`config.mk`:
```
export PLATFORM = sky130hd
export DESIGN_NAME = pc_seq_ctrl
export DESIGN_NICKNAME = d
export VERILOG_FILES = /design/src/rtl/pc_seq_pkg.sv /design/src/rtl/pc_seq_ras.sv /design/src/rtl/pc_seq_ctrl.sv
export SDC_FILE = /design/constraint.sdc
export NUM_CORES = 1
export LEC_CHECK = 0
export ABC_AREA = 1
export CORE_MARGIN = 8
export CORE_UTILIZATION = 65
export DETAILED_ROUTE_END_ITERATION = 16
export DONT_BUFFER_PORTS = 1
export PLACE_DENSITY = 0.89
export SYNTH_ARGS = -nofsm -noshare
export SYNTH_HDL_FRONTEND = slang
export SYNTH_HIERARCHICAL = 1
export SYNTH_SLANG_ARGS = --single-unit
export TNS_END_PERCENT = 50
```
`constraint.sdc`:
```
create_clock -name clk -period 11.1 [get_ports clk]
set_input_delay 1.11 -clock clk [delete_from_list [all_inputs] [get_ports clk]]
set_output_delay 1.11 -clock clk [all_outputs]
set_load 0.03 [all_outputs]
```
`src/rtl/pc_seq_pkg.sv`:
```
// Shared definitions for the PC control-flow sequencer.
//   - op_code encodings (OP_NEXT..OP_HALT; unlisted codes behave as OP_NEXT)
//   - sequencer FSM state encoding
//   - to_mag(): split a two's-complement value into {is_neg, magnitude}
package pc_seq_pkg;

  localparam logic [2:0] OP_NEXT = 3'd0;
  localparam logic [2:0] OP_JREL = 3'd1;
  localparam logic [2:0] OP_CALL = 3'd2;
  localparam logic [2:0] OP_RET  = 3'd3;
  localparam logic [2:0] OP_HALT = 3'd4;

  typedef enum logic [1:0] {
    StIdle  = 2'd0,
    StIssue = 2'd1,
    StHalt  = 2'd2
  } state_e;

  // Wide enough for any supported PC width; callers pass the live width in.
  localparam int unsigned MagMaxWidth = 64;

  typedef struct packed {
    logic                   is_neg;
    logic [MagMaxWidth-1:0] mag;
  } mag_t;

  // Treats the low 'width' bits of value as a signed number and returns its sign plus the
  // unsigned magnitude modulo 2^width (so the most negative value maps onto itself).
  function automatic mag_t to_mag(input logic [MagMaxWidth-1:0] value,
                                  input int unsigned            width);
    mag_t                   r;
    logic [MagMaxWidth-1:0] mask;
    mask     = (width >= MagMaxWidth) ? '1 : ((64'd1 << width) - 64'd1);
    r.is_neg = |((value >> (width - 1)) & 64'd1);
    r.mag    = r.is_neg ? ((~value + 64'd1) & mask) : (value & mask);
    return r;
  endfunction

endpackage

```
`src/rtl/pc_seq_ras.sv`:
```
// Return-address stack: circular LIFO with synchronous push/pop.
// A push onto a full stack overwrites the oldest entry and keeps the count saturated.
// Ports:
//   clk, reset          clock, synchronous active-high reset (empties the stack)
//   push, push_data     write push_data on top
//   pop                 discard the top entry (ignored when empty)
//   top_data            current top entry (undefined when empty)
//   full, empty         occupancy flags
module pc_seq_ras
  import pc_seq_pkg::*;
#(
  parameter int unsigned WIDTH     = 16,
  parameter int unsigned RAS_DEPTH = 8
) (
  input  logic             clk,
  input  logic             reset,
  input  logic             push,
  input  logic [WIDTH-1:0] push_data,
  input  logic             pop,
  output logic [WIDTH-1:0] top_data,
  output logic             full,
  output logic             empty
);

  localparam int unsigned PtrW = $clog2(RAS_DEPTH);
  localparam logic [PtrW-1:0] PtrOne = PtrW'(1);
  localparam logic [PtrW:0]   CntOne = (PtrW + 1)'(1);
  localparam logic [PtrW:0]   CntMax = (PtrW + 1)'(RAS_DEPTH);

  logic [WIDTH-1:0] mem [RAS_DEPTH];
  logic [PtrW-1:0]  ptr_q;   // next slot to write; also the oldest slot when full
  logic [PtrW:0]    count_q;

  assign full     = (count_q == CntMax);
  assign empty    = (count_q == '0);
  assign top_data = mem[ptr_q - PtrOne];

  always_ff @(posedge clk) begin
    if (reset) begin
      ptr_q   <= '0;
      count_q <= '0;
    end else if (push) begin
      ptr_q <= ptr_q + PtrOne;
      if (!full) count_q <= count_q + CntOne;
    end else if (pop && !empty) begin
      ptr_q   <= ptr_q - PtrOne;
      count_q <= count_q - CntOne;
    end
  end

  always_ff @(posedge clk) begin
    if (push) mem[ptr_q] <= push_data;
  end

endmodule

```
`src/rtl/pc_seq_ctrl.sv`:
```
// Control-flow sequencer for the program counter. Accepts one op at a time and turns it into
// a single-cycle inc/add/sub pulse plus an unsigned offset magnitude. Returns are expressed as
// relative moves from the current PC to the address popped off the return-address stack.
// Ports:
//   clk, reset                     clock, synchronous active-high reset
//   op_valid/op_ready              op handshake; op_ready = idle & ~stall
//   op_code, op_offset             op (NEXT/JREL/CALL/RET/HALT) and signed displacement
//   stall                          blocks acceptance only
//   pc_in                          current PC value
//   pc_inc/pc_add/pc_sub/pc_offset registered PC control, valid for the one ISSUE cycle
//   halted, ras_overflow, ras_underflow   sticky status flags
module pc_seq_ctrl
  import pc_seq_pkg::*;
#(
  parameter int unsigned WIDTH     = 16,
  parameter int unsigned RAS_DEPTH = 8
) (
  input  logic             clk,
  input  logic             reset,
  input  logic             op_valid,
  output logic             op_ready,
  input  logic [2:0]       op_code,
  input  logic [WIDTH-1:0] op_offset,
  input  logic             stall,
  input  logic [WIDTH-1:0] pc_in,
  output logic             pc_inc,
  output logic             pc_add,
  output logic             pc_sub,
  output logic [WIDTH-1:0] pc_offset,
  output logic             halted,
  output logic             ras_overflow,
  output logic             ras_underflow
);

  state_e           state_q, state_d;
  logic             inc_q, inc_d, add_q, add_d, sub_q, sub_d;
  logic [WIDTH-1:0] off_q, off_d;
  logic             halted_q, halted_d, ovf_q, ovf_d, unf_q, unf_d;

  logic             accept;
  logic             ras_push, ras_pop, ras_full, ras_empty;
  logic [WIDTH-1:0] ras_top, ret_addr, ret_delta;
  mag_t             jrel_m, ret_m;
  logic             unused_mag_hi;

  assign op_ready  = (state_q == StIdle) && !stall;
  assign accept    = op_valid && op_ready;
  assign ret_addr  = pc_in + WIDTH'(1);
  assign ret_delta = ras_top - pc_in;
  assign jrel_m    = to_mag(MagMaxWidth'(op_offset), WIDTH);
  assign ret_m     = to_mag(MagMaxWidth'(ret_delta), WIDTH);
  assign unused_mag_hi = ^{jrel_m.mag[MagMaxWidth-1:WIDTH], ret_m.mag[MagMaxWidth-1:WIDTH]};

  pc_seq_ras #(
    .WIDTH     (WIDTH),
    .RAS_DEPTH (RAS_DEPTH)
  ) u_ras (
    .clk       (clk),
    .reset     (reset),
    .push      (ras_push),
    .push_data (ret_addr),
    .pop       (ras_pop),
    .top_data  (ras_top),
    .full      (ras_full),
    .empty     (ras_empty)
  );

  always_comb begin
    state_d  = state_q;
    inc_d    = 1'b0;
    add_d    = 1'b0;
    sub_d    = 1'b0;
    off_d    = '0;
    halted_d = halted_q;
    ovf_d    = ovf_q;
    unf_d    = unf_q;
    ras_push = 1'b0;
    ras_pop  = 1'b0;

    unique case (state_q)
      StIdle: begin
        if (accept) begin
          state_d = StIssue;
          case (op_code)
            OP_JREL: begin
              add_d = !jrel_m.is_neg;
              sub_d = jrel_m.is_neg;
              off_d = jrel_m.mag[WIDTH-1:0];
            end
            OP_CALL: begin
              ras_push = 1'b1;
              if (ras_full) ovf_d = 1'b1;
              add_d = !jrel_m.is_neg;
              sub_d = jrel_m.is_neg;
              off_d = jrel_m.mag[WIDTH-1:0];
            end
            OP_RET: begin
              if (ras_empty) begin
                unf_d = 1'b1;
                inc_d = 1'b1;
              end else begin
                ras_pop = 1'b1;
                add_d   = !ret_m.is_neg;
                sub_d   = ret_m.is_neg;
                off_d   = ret_m.mag[WIDTH-1:0];
              end
            end
            OP_HALT: begin
              state_d  = StHalt;
              halted_d = 1'b1;
            end
            default: inc_d = 1'b1;
          endcase
        end
      end
      // Pulse registers are already loaded; they drop back to 0 on the way out.
      StIssue: state_d = StIdle;
      StHalt:  state_d = StHalt;
      default: state_d = StIdle;
    endcase
  end

  always_ff @(posedge clk) begin
    if (reset) begin
      state_q  <= StIdle;
      inc_q    <= 1'b0;
      add_q    <= 1'b0;
      sub_q    <= 1'b0;
      off_q    <= '0;
      halted_q <= 1'b0;
      ovf_q    <= 1'b0;
      unf_q    <= 1'b0;
    end else begin
      state_q  <= state_d;
      inc_q    <= inc_d;
      add_q    <= add_d;
      sub_q    <= sub_d;
      off_q    <= off_d;
      halted_q <= halted_d;
      ovf_q    <= ovf_d;
      unf_q    <= unf_d;
    end
  end

  assign pc_inc        = inc_q;
  assign pc_add        = add_q;
  assign pc_sub        = sub_q;
  assign pc_offset     = off_q;
  assign halted        = halted_q;
  assign ras_overflow  = ovf_q;
  assign ras_underflow = unf_q;

endmodule

```
==> impl_metrics.py <==
metrics = {
    "pwr": {
        "ir_drop_uv": 119,
        "leakagePower_nw": 3.75,
        "power_density_nw_per_um2": 153,
    },
    "synth": {
        "ys.flop_type": "edfxtp_1",
        "netlist_area_um2": 8600,
        "ys_warn_count": 6,
        "ys_seq_area_share_pct": 51.9,
        "synth_edf_count": 128,
        "syn_area_per_cell_um2": 8.65,
        "synthDistinctLibCells": 46,
        "ys_async_sr_fraction_pct": 0,
        "synth_cells": 995,
        "ys_ff_latch": 159,
        "syn_nets": 1058,
    },
    "placement": {
        "dpl_cell_area_um2": 8720,
        "pre_cts_ws_ns": 6.52,
        "globalplace.congestion": 0.910,
        "dp.cells": 1149,
        "hpwl_mm": 12.5,
        "io_buffer_count": 0,
    },
    "route": {
        "drt_iter0_markers": 662,
        "met3_length_mm": 1.80,
        "top_layer": "met4",
        "via_count": 6694,
        "wire_per_inst_um": 16.2,
        "routedLengthMet1_mm": 7.81,
        "vias_per_cell": 5.67,
        "routed-wl-met2_mm": 9.16,
        "dr.pass1.iters": 5,
        "ant_nets": 0,
        "wirelength_mm": 19.1,
        "drc_errors": 0,
    },
    "floorplanning": {
        "coreArea_um2": 13100,
        "die_area_um2": 17200,
        "num_rows": 42,
        "initial_utilization_pct": 65.8,
        "die_width_um": 131,
        "chipHeight_um": 131,
        "pin_count": 62,
    },
    "sta": {
        "drv_slew": 0,
        "holdWs_ns": 0.429,
        "clock.fmax_mhz": 214,
        "worst_pin_slew_ns": 1.05,
        "finalSetupViolCount": 0,
        "fin_ws_ns": 6.42,
        "finalClockSkew_ns": 0.00704,
        "setup_tns_ns": 0,
        "period_share_pct": 42.1,
        "rsz0062_at_grt": "false",
        "finalHoldViolCount": 0,
        "period_minus_slack_ns": 4.68,
        "max_slew_margin_pct": 29.8,
    },
    "clock_network": {
        "cts_buffers": 17,
        "cts_post_setup_buffers_inserted": 0,
        "max-clock-path-buffers": 2,
        "ctsResizeCount": 0,
        "clock-sinks": 159,
        "clock_latency_ns": 0.43,
        "htree_levels": 4,
        "cts_tree": "built",
        "clkSlewWorstSetupHoldPaths_ns": 0.07,
        "cts_hold_buffers": 0,
        "cts-root-buf": "clkbuf_16",
    },
    "global_route": {
        "grt_pass1_wl_mm": 31.2,
        "antenna_found_initial": 0,
        "grt_use_total_pct": 23.7,
        "first_global_vias": 6332,
        "grt_max_degree": 69,
        "grt.overflow.total": 0,
    },
    "setup_path": {
        "crit_path_start": "u_ras/ptr_q[0]",
        "r2r_cells": 26,
        "worstSetupPathType": "reg2reg",
        "cp.arrival_ns": 5.04,
        "startpoint_type": "flop",
        "crit_fanout": 68,
        "reg2reg_from": "u_ras/ptr_q[0]",
        "crit_required_ns": 11.46,
        "endpoint_kind": "flop",
    },
    "outcome": {
        "status": "finished clean",
    },
    "finish": {
        "final.fill_count": 945,
        "diodes": 0,
        "area_delta_synth_final_pct": 8.35,
        "fin_cells": 1181,
        "drive_gt1_share_pct": 9.55,
        "final_area_um2": 9320,
        "fin_nets": 1055,
    },
    "min_path": {
        "whs_path_depth": 1,
        "hold_start": "state_q[0]",
        "hold_class": "reg2reg",
    },
    "job": {
        "maxCapViolCount": 0,
    },
}
-- synthesized netlist by cell type, types with 3 or more instances --
cell type,n,area (um^2)
nand2_1,172,646
ha_1,22,275
o21ai_1,18,90.1
dfxtp_1,31,621
edfxtp_1,128,3840
o21a_1,17,128
nand3b_1,5,37.5
o21ai_0,64,320
xor2_1,16,140
nor2_1,186,698
nor3_2,3,30.0
clkbuf_1,12,45.0
nand2_2,13,81.3
a21oi_2,9,78.8
nand3_2,4,40.0
nor4_1,3,18.8
inv_1,99,372
nor2_2,6,37.5
nand4_1,6,37.5
inv_2,7,26.3
a21oi_1,44,220
nand3_1,73,365
nor3_1,10,50.1
buf_6,6,67.6
buf_2,12,60.1
o211ai_1,3,22.5
-- stage by stage --
step / util [%] / power (W)
final: 71.2 / 0.00142
after detailed placement: 66.6 / 0.000847
after CTS: 71.2 / 0.00143
after floorplan: - / 0.000819
after global routing: 71.2 / 0.00148
after global placement: 66.6 / 0.000841
-- state kept, by name (all words and copies together), names as in the netlist --
register and flops:
halted 1, u_ras/mem 128, pc_add 1, ras_overflow 1
u_ras/ptr_q 3, pc_inc 1, u_ras/count_q 4, pc_offset 16
ras_underflow 1, pc_sub 1, state_q 2
-- critical path: stages (launching register included) --
cell     delay, ns
dfxtp_2       0.31
buf_4         0.54
inv_2         0.09
ha_1          0.31
buf_4         0.44
inv_2         0.32
nor2_1        0.18
o21ai_0       0.10
nand2_1       0.12
nor2_1        0.05
a21oi_1       0.14
inv_1         0.06
ha_1          0.20
fa_1          0.41
inv_1         0.11
nand2_1       0.05
nand2_1       0.08
nand3_1       0.10
nand2_1       0.08
nand2_1       0.04
nand2_1       0.10
nand3_1       0.13
nor2_2        0.15
nand3_2       0.11
nor2_1        0.13
nand3_1       0.09
a21oi_1       0.14
-- logic make-up after synthesis --
| kind of cell | synth area share (%) |
|---|---|
| AO/OA/AOI/OAI | 10.7 |
| buffers and inverters | 6.89 |
| flip-flops | 51.9 |
| adder cells (fa/ha/maj) | 3.66 |
| AND/OR/NAND/NOR | 25.0 |
| XOR/XNOR | 1.83 |
-- layout by cell type (no fill, tap or decap), drive strengths merged --
master,n
clkinvlp,2
or2,4
o211ai,3
clkinv,4
ha,22
xnor2,2
a22oi,1
and3,1
a31oi,2
bufinv,2
nor4,5
inv,112
nor3,13
dfxtp,31
nor2,193
nand2,186
nand3,77
o21a,17
a21oi,54
buf,12
nand3b,5
o21bai,1
a21o,1
and2,1
o31ai,1
xor2,16
nand4,7
edfxtp,128
clkbuf,18
fa,2
o21ai,82
-- area by class of cell --
class / instances / area (um^2) / share of cell area [%]
sequential: 159 / 4470 / 47.9
multi-input combinational: 696 / 3550 / 38.0
clock buffer: 18 / 429 / 4.60
inverter: 106 / 398 / 4.27
tap: 176 / 220 / 2.36
clock inverter: 14 / 173 / 1.85
timing repair buffer: 12 / 90.1 / 0.966
-- metal layers --
| metal | vias up | track usage (%) |
|---|---|---|
| li1 | 3323 | - |
| met1 | 3053 | 30.1 |
| met2 | 285 | 37.7 |
| met3 | 33 | 6.51 |
| met4 | 0 | 9.79 |
| met5 | - | 0 |
-- report_power, final --
part / total [W] / switching (W) / internal [W]
Sequential: 0.000651 / 0.00000366 / 0.000647
Clock: 0.000587 / 0.000248 / 0.000339
Combinational: 0.000186 / 0.000127 / 0.0000598
-- path summary, 6_finish.rpt --
check | endpoint | slack, ns
max reg2reg | pc_offset[15] | 6.42
min reg2reg | state_q[1] | 0.43
max | pc_offset[15] | 6.42
min | state_q[1] | 0.43
No activity file was read; power rests on OpenSTA's default activity.
